`config.mk`:
```
export PLATFORM = sky130hd
export DESIGN_NAME = branch_resolve_queue_flat
export DESIGN_NICKNAME = d
export VERILOG_FILES = /design/src/rtl/branch_resolve_queue_if.sv /design/src/rtl/branch_resolve_queue.sv /design/src/flat_wrapper.sv
export SDC_FILE = /design/constraint.sdc
export NUM_CORES = 1
export LEC_CHECK = 0
export CAP_MARGIN = 20
export CORE_MARGIN = 4
export CORE_UTILIZATION = 54
export DETAILED_ROUTE_END_ITERATION = 6
export GPL_ROUTABILITY_DRIVEN = 1
export PLACE_DENSITY = 0.87
export SETUP_SLACK_MARGIN = 0.2
export SYNTH_ARGS = -nofsm -noshare
export SYNTH_HDL_FRONTEND = slang
export SYNTH_SLANG_ARGS = --single-unit
```
`constraint.sdc`:
```
create_clock -name CLK -period 21.3 [get_ports CLK]
set_input_delay 2.13 -clock CLK [delete_from_list [all_inputs] [get_ports CLK]]
set_output_delay 2.13 -clock CLK [all_outputs]
set_load 0.05 [all_outputs]
```
`src/rtl/branch_resolve_queue_if.sv`:
```
// Purpose: bus bundle between fetch/execute and the branch resolve queue.
//   Carries the alloc request, the resolve request, the predictor/BTB
//   training outputs and the redirect outputs.
// Modports:
//   master - fetch/execute side: drives alloc_* and resolve_*, observes the rest
//   slave  - queue side: observes alloc_* and resolve_*, drives the rest
interface brq_if #(
  parameter int unsigned W_A = 19
) ();
  logic           alloc_valid;
  logic           alloc_ready;
  logic [W_A-1:0] alloc_pc;
  logic           alloc_pred_taken;
  logic [W_A-1:0] alloc_pred_target;

  logic           resolve_valid;
  logic           resolve_taken;
  logic [W_A-1:0] resolve_target;
  logic           resolve_is_ret;

  logic           update;
  logic [W_A-1:0] update_pc;
  logic           rslt;
  logic [W_A-1:0] update_target;
  logic           update_read_ras;

  logic           redirect;
  logic [W_A-1:0] redirect_pc;

  modport master (
    output alloc_valid, alloc_pc, alloc_pred_taken, alloc_pred_target,
    output resolve_valid, resolve_taken, resolve_target, resolve_is_ret,
    input  alloc_ready,
    input  update, update_pc, rslt, update_target, update_read_ras,
    input  redirect, redirect_pc
  );

  modport slave (
    input  alloc_valid, alloc_pc, alloc_pred_taken, alloc_pred_target,
    input  resolve_valid, resolve_taken, resolve_target, resolve_is_ret,
    output alloc_ready,
    output update, update_pc, rslt, update_target, update_read_ras,
    output redirect, redirect_pc
  );
endinterface

```
`src/rtl/branch_resolve_queue.sv`:
```
// Purpose: in-order queue of in-flight branch predictions. Entries are
//   written at fetch and drained at execute resolution; each resolved
//   outcome trains the gshare predictor/BTB and a mispredict issues a
//   one-cycle redirect and flushes every younger entry.
// Ports:
//   CLK, RST  - clock, synchronous active-high reset
//   EN        - global stall; 0 holds all state and outputs
//   bus       - brq_if.slave: alloc, resolve, training and redirect signals
//   count     - number of valid entries
//   err       - sticky: resolve_valid seen while the queue was empty
// Optional feature (macro BRQ_STATS_EN): adds stat_resolved / stat_mispred
//   32-bit wrapping counters of accepted resolves and mispredicts.
module branch_resolve_queue #(
  parameter int unsigned W_A   = 19,
  parameter int unsigned DEPTH = 8,
  parameter int unsigned W_PTR = 3
) (
  input  logic             CLK,
  input  logic             RST,
  input  logic             EN,
  brq_if.slave             bus,
  output logic [W_PTR:0]   count,
  output logic             err
`ifdef BRQ_STATS_EN
  ,
  output logic [31:0]      stat_resolved,
  output logic [31:0]      stat_mispred
`endif
);

  localparam int unsigned CNT_W = W_PTR + 1;

  typedef struct packed {
    logic [W_A-1:0] pc;
    logic           pred_taken;
    logic [W_A-1:0] pred_target;
  } entry_t;

  typedef enum logic {S_RUN, S_FLUSH} state_t;

  entry_t             mem [DEPTH];
  logic [W_PTR-1:0]   head, tail;
  state_t             state, state_nxt;

  entry_t             head_e_c;
  logic               alloc_acc_c, res_acc_c, mispred_c, ready_nxt_c;
  logic [W_PTR-1:0]   head_nxt_c, tail_nxt_c;
  logic [CNT_W-1:0]   count_nxt_c;
  logic [W_A-1:0]     redirect_pc_c;

  // State register
  always_ff @(posedge CLK) begin
    if (RST) state <= S_RUN;
    else     state <= state_nxt;
  end

  // Next state, accept decode, pointer/count update and mispredict detection
  always_comb begin
    state_nxt   = state;
    head_e_c    = mem[head];
    head_nxt_c  = head;
    tail_nxt_c  = tail;
    count_nxt_c = count;

    alloc_acc_c = EN && bus.alloc_valid && bus.alloc_ready;
    res_acc_c   = EN && bus.resolve_valid && (count != '0);
    mispred_c   = res_acc_c &&
                  ((head_e_c.pred_taken != bus.resolve_taken) ||
                   (bus.resolve_taken && (head_e_c.pred_target != bus.resolve_target)));
    redirect_pc_c = bus.resolve_taken ? bus.resolve_target
                                      : W_A'(head_e_c.pc + W_A'(4));

    if (mispred_c) begin
      // Full flush: a same-cycle alloc is dropped along with all younger entries
      state_nxt   = S_FLUSH;
      head_nxt_c  = '0;
      tail_nxt_c  = '0;
      count_nxt_c = '0;
    end else begin
      if (EN && (state == S_FLUSH)) state_nxt = S_RUN;
      if (alloc_acc_c) begin
        tail_nxt_c  = W_PTR'(tail + W_PTR'(1));
        count_nxt_c = CNT_W'(count_nxt_c + CNT_W'(1));
      end
      if (res_acc_c) begin
        head_nxt_c  = W_PTR'(head + W_PTR'(1));
        count_nxt_c = CNT_W'(count_nxt_c - CNT_W'(1));
      end
    end

    // alloc_ready is registered from the next state/count, so no bypass exists
    ready_nxt_c = (state_nxt == S_RUN) && (count_nxt_c < CNT_W'(DEPTH));
  end

  // Entry storage; contents are only meaningful while counted as valid
  always_ff @(posedge CLK) begin
    if (!RST && alloc_acc_c && !mispred_c) begin
      mem[tail] <= '{pc:          bus.alloc_pc,
                     pred_taken:  bus.alloc_pred_taken,
                     pred_target: bus.alloc_pred_target};
    end
  end

  // Pointers, count and all registered outputs
  always_ff @(posedge CLK) begin
    if (RST) begin
      head                <= '0;
      tail                <= '0;
      count               <= '0;
      err                 <= 1'b0;
      bus.alloc_ready     <= 1'b1;
      bus.update          <= 1'b0;
      bus.update_pc       <= '0;
      bus.rslt            <= 1'b0;
      bus.update_target   <= '0;
      bus.update_read_ras <= 1'b0;
      bus.redirect        <= 1'b0;
      bus.redirect_pc     <= '0;
    end else if (EN) begin
      head            <= head_nxt_c;
      tail            <= tail_nxt_c;
      count           <= count_nxt_c;
      bus.alloc_ready <= ready_nxt_c;
      bus.update      <= res_acc_c;
      bus.redirect    <= mispred_c;
      if (bus.resolve_valid && (count == '0)) err <= 1'b1;
      if (res_acc_c) begin
        bus.update_pc       <= head_e_c.pc;
        bus.rslt            <= bus.resolve_taken;
        bus.update_target   <= bus.resolve_target;
        bus.update_read_ras <= bus.resolve_is_ret;
      end
      if (mispred_c) bus.redirect_pc <= redirect_pc_c;
    end
  end

`ifdef BRQ_STATS_EN
  // Resolve / mispredict statistics, wrapping at 2^32
  always_ff @(posedge CLK) begin
    if (RST) begin
      stat_resolved <= '0;
      stat_mispred  <= '0;
    end else if (EN) begin
      if (res_acc_c) stat_resolved <= stat_resolved + 32'd1;
      if (mispred_c) stat_mispred  <= stat_mispred + 32'd1;
    end
  end
`endif

endmodule

```
`src/flat_wrapper.sv`:
```
// flat-port wrapper written by rule: the top's interface ports become plain ports
module branch_resolve_queue_flat 
#(
  parameter int unsigned W_A   = 19,
  parameter int unsigned DEPTH = 8,
  parameter int unsigned W_PTR = 3
)
  (CLK, RST, EN, count, err, bus_alloc_valid, bus_alloc_pc, bus_alloc_pred_taken, bus_alloc_pred_target, bus_resolve_valid, bus_resolve_taken, bus_resolve_target, bus_resolve_is_ret, bus_alloc_ready, bus_update, bus_update_pc, bus_rslt, bus_update_target, bus_update_read_ras, bus_redirect, bus_redirect_pc);
  brq_if #(.W_A(W_A)) bus_i ();
  input  logic CLK;
  input  logic RST;
  input  logic EN;
  output logic [W_PTR:0] count;
  output logic err;
  input wire logic [$bits(bus_i.alloc_valid)-1:0] bus_alloc_valid;
  input wire logic [$bits(bus_i.alloc_pc)-1:0] bus_alloc_pc;
  input wire logic [$bits(bus_i.alloc_pred_taken)-1:0] bus_alloc_pred_taken;
  input wire logic [$bits(bus_i.alloc_pred_target)-1:0] bus_alloc_pred_target;
  input wire logic [$bits(bus_i.resolve_valid)-1:0] bus_resolve_valid;
  input wire logic [$bits(bus_i.resolve_taken)-1:0] bus_resolve_taken;
  input wire logic [$bits(bus_i.resolve_target)-1:0] bus_resolve_target;
  input wire logic [$bits(bus_i.resolve_is_ret)-1:0] bus_resolve_is_ret;
  output wire logic [$bits(bus_i.alloc_ready)-1:0] bus_alloc_ready;
  output wire logic [$bits(bus_i.update)-1:0] bus_update;
  output wire logic [$bits(bus_i.update_pc)-1:0] bus_update_pc;
  output wire logic [$bits(bus_i.rslt)-1:0] bus_rslt;
  output wire logic [$bits(bus_i.update_target)-1:0] bus_update_target;
  output wire logic [$bits(bus_i.update_read_ras)-1:0] bus_update_read_ras;
  output wire logic [$bits(bus_i.redirect)-1:0] bus_redirect;
  output wire logic [$bits(bus_i.redirect_pc)-1:0] bus_redirect_pc;
  assign bus_i.alloc_valid = bus_alloc_valid;
  assign bus_i.alloc_pc = bus_alloc_pc;
  assign bus_i.alloc_pred_taken = bus_alloc_pred_taken;
  assign bus_i.alloc_pred_target = bus_alloc_pred_target;
  assign bus_i.resolve_valid = bus_resolve_valid;
  assign bus_i.resolve_taken = bus_resolve_taken;
  assign bus_i.resolve_target = bus_resolve_target;
  assign bus_i.resolve_is_ret = bus_resolve_is_ret;
  assign bus_alloc_ready = bus_i.alloc_ready;
  assign bus_update = bus_i.update;
  assign bus_update_pc = bus_i.update_pc;
  assign bus_rslt = bus_i.rslt;
  assign bus_update_target = bus_i.update_target;
  assign bus_update_read_ras = bus_i.update_read_ras;
  assign bus_redirect = bus_i.redirect;
  assign bus_redirect_pc = bus_i.redirect_pc;
  branch_resolve_queue #(.W_A(W_A), .DEPTH(DEPTH), .W_PTR(W_PTR)) u_core (.CLK(CLK), .RST(RST), .EN(EN), .bus(bus_i), .count(count), .err(err));
endmodule
```
==> out/qor.csv <==
metric,value,unit
status,finished clean,
Detailed Route WL,37200,um
crit path launch type,flip-flop,
M3 GR Usage,4.64,%
Worst Path Arrival,5380,ps
vias in the first global route,9075,
hold buffers post-CTS,0,
critical path endpoint category,flip-flop,
number of enable flip-flop cells after synthesis,312,
setup tns final,0,ps
multi-input logic area,4270,um^2
Levels on crit path,11,
Syn Area/Cell,16.7,um^2
H-tree depth,2,
gr busiest metal,met2,
mapped cell area,15400,um^2
buffers added on ports,131,
"Slew Viols, Final",0,
top-count cell post-synth,edfxtp_1,
die area,31300,um^2
ratio of cells with drive above 1 in the final layout,14.8,%
Tot GR Track Use,23.6,%
first-pass GRT wire length,55400,um
pin count of the biggest net entering global routing,79,
Initial Util,55.1,%
Yosys cell types,60,
"Net Count, Synth",997,
vias,9012,
register area,10900,um^2
CTS root buf,clkbuf_16,
row count,61,
Filler cells,1811,
clk sink count,388,
initial antenna violation count,3,
"Top FF cell, synth",edfxtp_1,
worst-path cell chain,buf_4 -> mux4_2 -> mux2i_1 -> xnor2_1 -> nor4_1 -> nand4_1 -> o31ai_4 -> nor2_2 -> buf_4 -> nor4_4 -> buf_4,
total CTS buffers,38,
post_cts resized,0,
Reg2Reg Depth,11,
Synth Warn #,0,
Leak,5.83,nW
post-DR wirelength/cell,25.3,um
Final nets,1138,
final instance area,18300,um^2
WS Path Type,reg2reg,
most common library cells after synthesis,"edfxtp_1 (312), dfxtp_1 (76), nand2_1 (73), mux4_2 (61), mux2i_1 (52)",
clock tree buffer depth,3,
core area,28000,um^2
RSZ-0062 raised after global routing,no,
CP max FO,43,
register area share after synthesis,70.6,%
most common cell type on the critical path,buf_4,
Detail Route Antenna Nets,0,
clk slew on worst S/H paths,60,ps
post-synthesis cell count,926,
Initial DRC Count,1006,
DRT Pass-1 Iters,7,
WP data required,21430,ps
die width,177,um
slew margin rel.,25.7,%
#FFs+latches synth,388,
max incr delay on CP,750,ps
Final Hold Vio Count,0,
post-route minimum period,5250,ps
total grt overflow,0,
Max VDD drop,0.0692,mV
PwrDens,89.4,nW/um^2
CTS tree,yes,
gpl congestion,0.819,
I/O pin cnt,132,
Post-CTS Setup Bufs,0,
"area leader, netlist",edfxtp_1,
hold crit path type,reg2reg,
GRT met1 Usage,31.4,%
drt drc,0,
slowest cell on the critical path,buf_4,
r2r setup slk,16050,ps
largest cells by area after synthesis,"edfxtp_1 (61%), dfxtp_1 (9.9%), mux4_2 (8.9%)",
HPWL after DPL,22900,um
CP Buf/Inv Count,3,
met2 Track Usage GR,39.7,%
Tcrit/Tclk final,24.6,%
Max Clock Skew,20.3,ps
Crit path max-delay family,buffers and inverters,
"worst slack, placed",15610,ps
Clock Latency Late Sink,520,ps
Hold Crit Depth,2,
max_cap viols,0,
asr flop ratio synth,0,%
endpoints failing setup,0,
Layout area overhead,18.8,%
Max Fclk,191,MHz
post-synth top area share,60.7,%
Die Height,177,um
Via density,6.11,
Slew @ Worst Pin,1080,ps
dpl cell area,17100,um^2
final worst setup slack,16050,ps
final timing paths:
path | start | endpoint
max | flip-flop | u_core.mem[2][37]$_DFFE_PP_
min | u_core.bus.update_target[12]$_SDFFE_PP0P_ | u_core.bus.update_target[12]$_SDFFE_PP0P_
max reg2reg | flip-flop | u_core.mem[2][37]$_DFFE_PP_
min reg2reg | u_core.bus.update_target[12]$_SDFFE_PP0P_ | u_core.bus.update_target[12]$_SDFFE_PP0P_
logic make-up (layout without fill, tap and decap cells):
kind of cell	after synthesis	count (layout)	synth area share, %
multiplexers	124	124	13.5
XOR/XNOR	38	38	2.16
adder cells (fa/ha/maj)	6	6	0.487
AND/OR/NAND/NOR	193	193	6.03
AO/OA/AOI/OAI	118	118	5.18
flip-flops	388	388	70.6
buffers and inverters	59	228	2.07
other	0	1	0
through the flow:
step | instances | hold slack, ps | utilization, % | power, mW
2_1_floorplan | 926 | 450 | - | 0.948
6_report | 1474 | 456 | 65.4 | 1.64
4_1_cts | 1473 | 458 | 65.4 | 1.65
5_1_grt | 1473 | 470 | 65.4 | 1.69
3_3_place_gp | 1405 | 442 | 61.2 | 1.01
3_5_place_dp | 1405 | 451 | 61.2 | 1.01
cell usage in the layout, fill, tap and decap left out, types with 14 or more instances in the layout:
| cell type | count |
|---|---|
| edfxtp_1 | 312 |
| clkdlybuf4s50_1 | 130 |
| nand2_1 | 73 |
| dfxtp_1 | 73 |
| mux4_2 | 61 |
| mux2i_1 | 52 |
| a21oi_1 | 42 |
| nor2_1 | 40 |
| clkbuf_16 | 38 |
| xnor2_1 | 22 |
| buf_4 | 21 |
| a211oi_1 | 20 |
| o21ai_0 | 17 |
| xor2_1 | 16 |
| clkbuf_1 | 15 |
| nor3_1 | 14 |
sequential cells by signal, summed over array words and instances (netlist names), named ones only:
| signal | count |
|---|---|
| u_core.bus.rslt | 1 |
| u_core.head | 3 |
| u_core.bus.update | 1 |
| u_core.bus.update_target | 19 |
| u_core.err | 1 |
| u_core.bus.alloc_ready | 1 |
| u_core.bus.update_read_ras | 1 |
| u_core.count | 4 |
| u_core.bus.redirect_pc | 19 |
| u_core.bus.update_pc | 19 |
| u_core.mem | 312 |
| u_core.bus.redirect | 1 |
| u_core.tail | 3 |
per-layer routing:
layer,vias to the layer above,wire length (um)
met2,499,18700
li1,3896,-
met1,4538,14200
met3,73,3230
met5,-,38
met4,6,1140
report_power, final:
group	switching [mW]	total, mW	internal (mW)
combinational	0.101	0.154	0.0528
clock	0.265	0.642	0.376
sequential	0.0102	0.844	0.833
area by class of cell:
| cell class | count | share of cell area (%) |
|---|---|---|
| inverters | 8 | 0.164 |
| clock inverters | 9 | 0.560 |
| diodes | 1 | 0.0137 |
| clock buffers | 59 | 5.95 |
| flip-flops and latches | 388 | 59.5 |
| multi-input cells | 479 | 23.3 |
| well taps | 378 | 2.58 |
| repair buffers | 152 | 7.99 |
worst min-delay path, cell delays in order, from the launching register on:
cell,delay (ps)
dfxtp_1,310
nand2_1,50
a21oi_1,50
No activity file was read; power rests on OpenSTA's default activity.
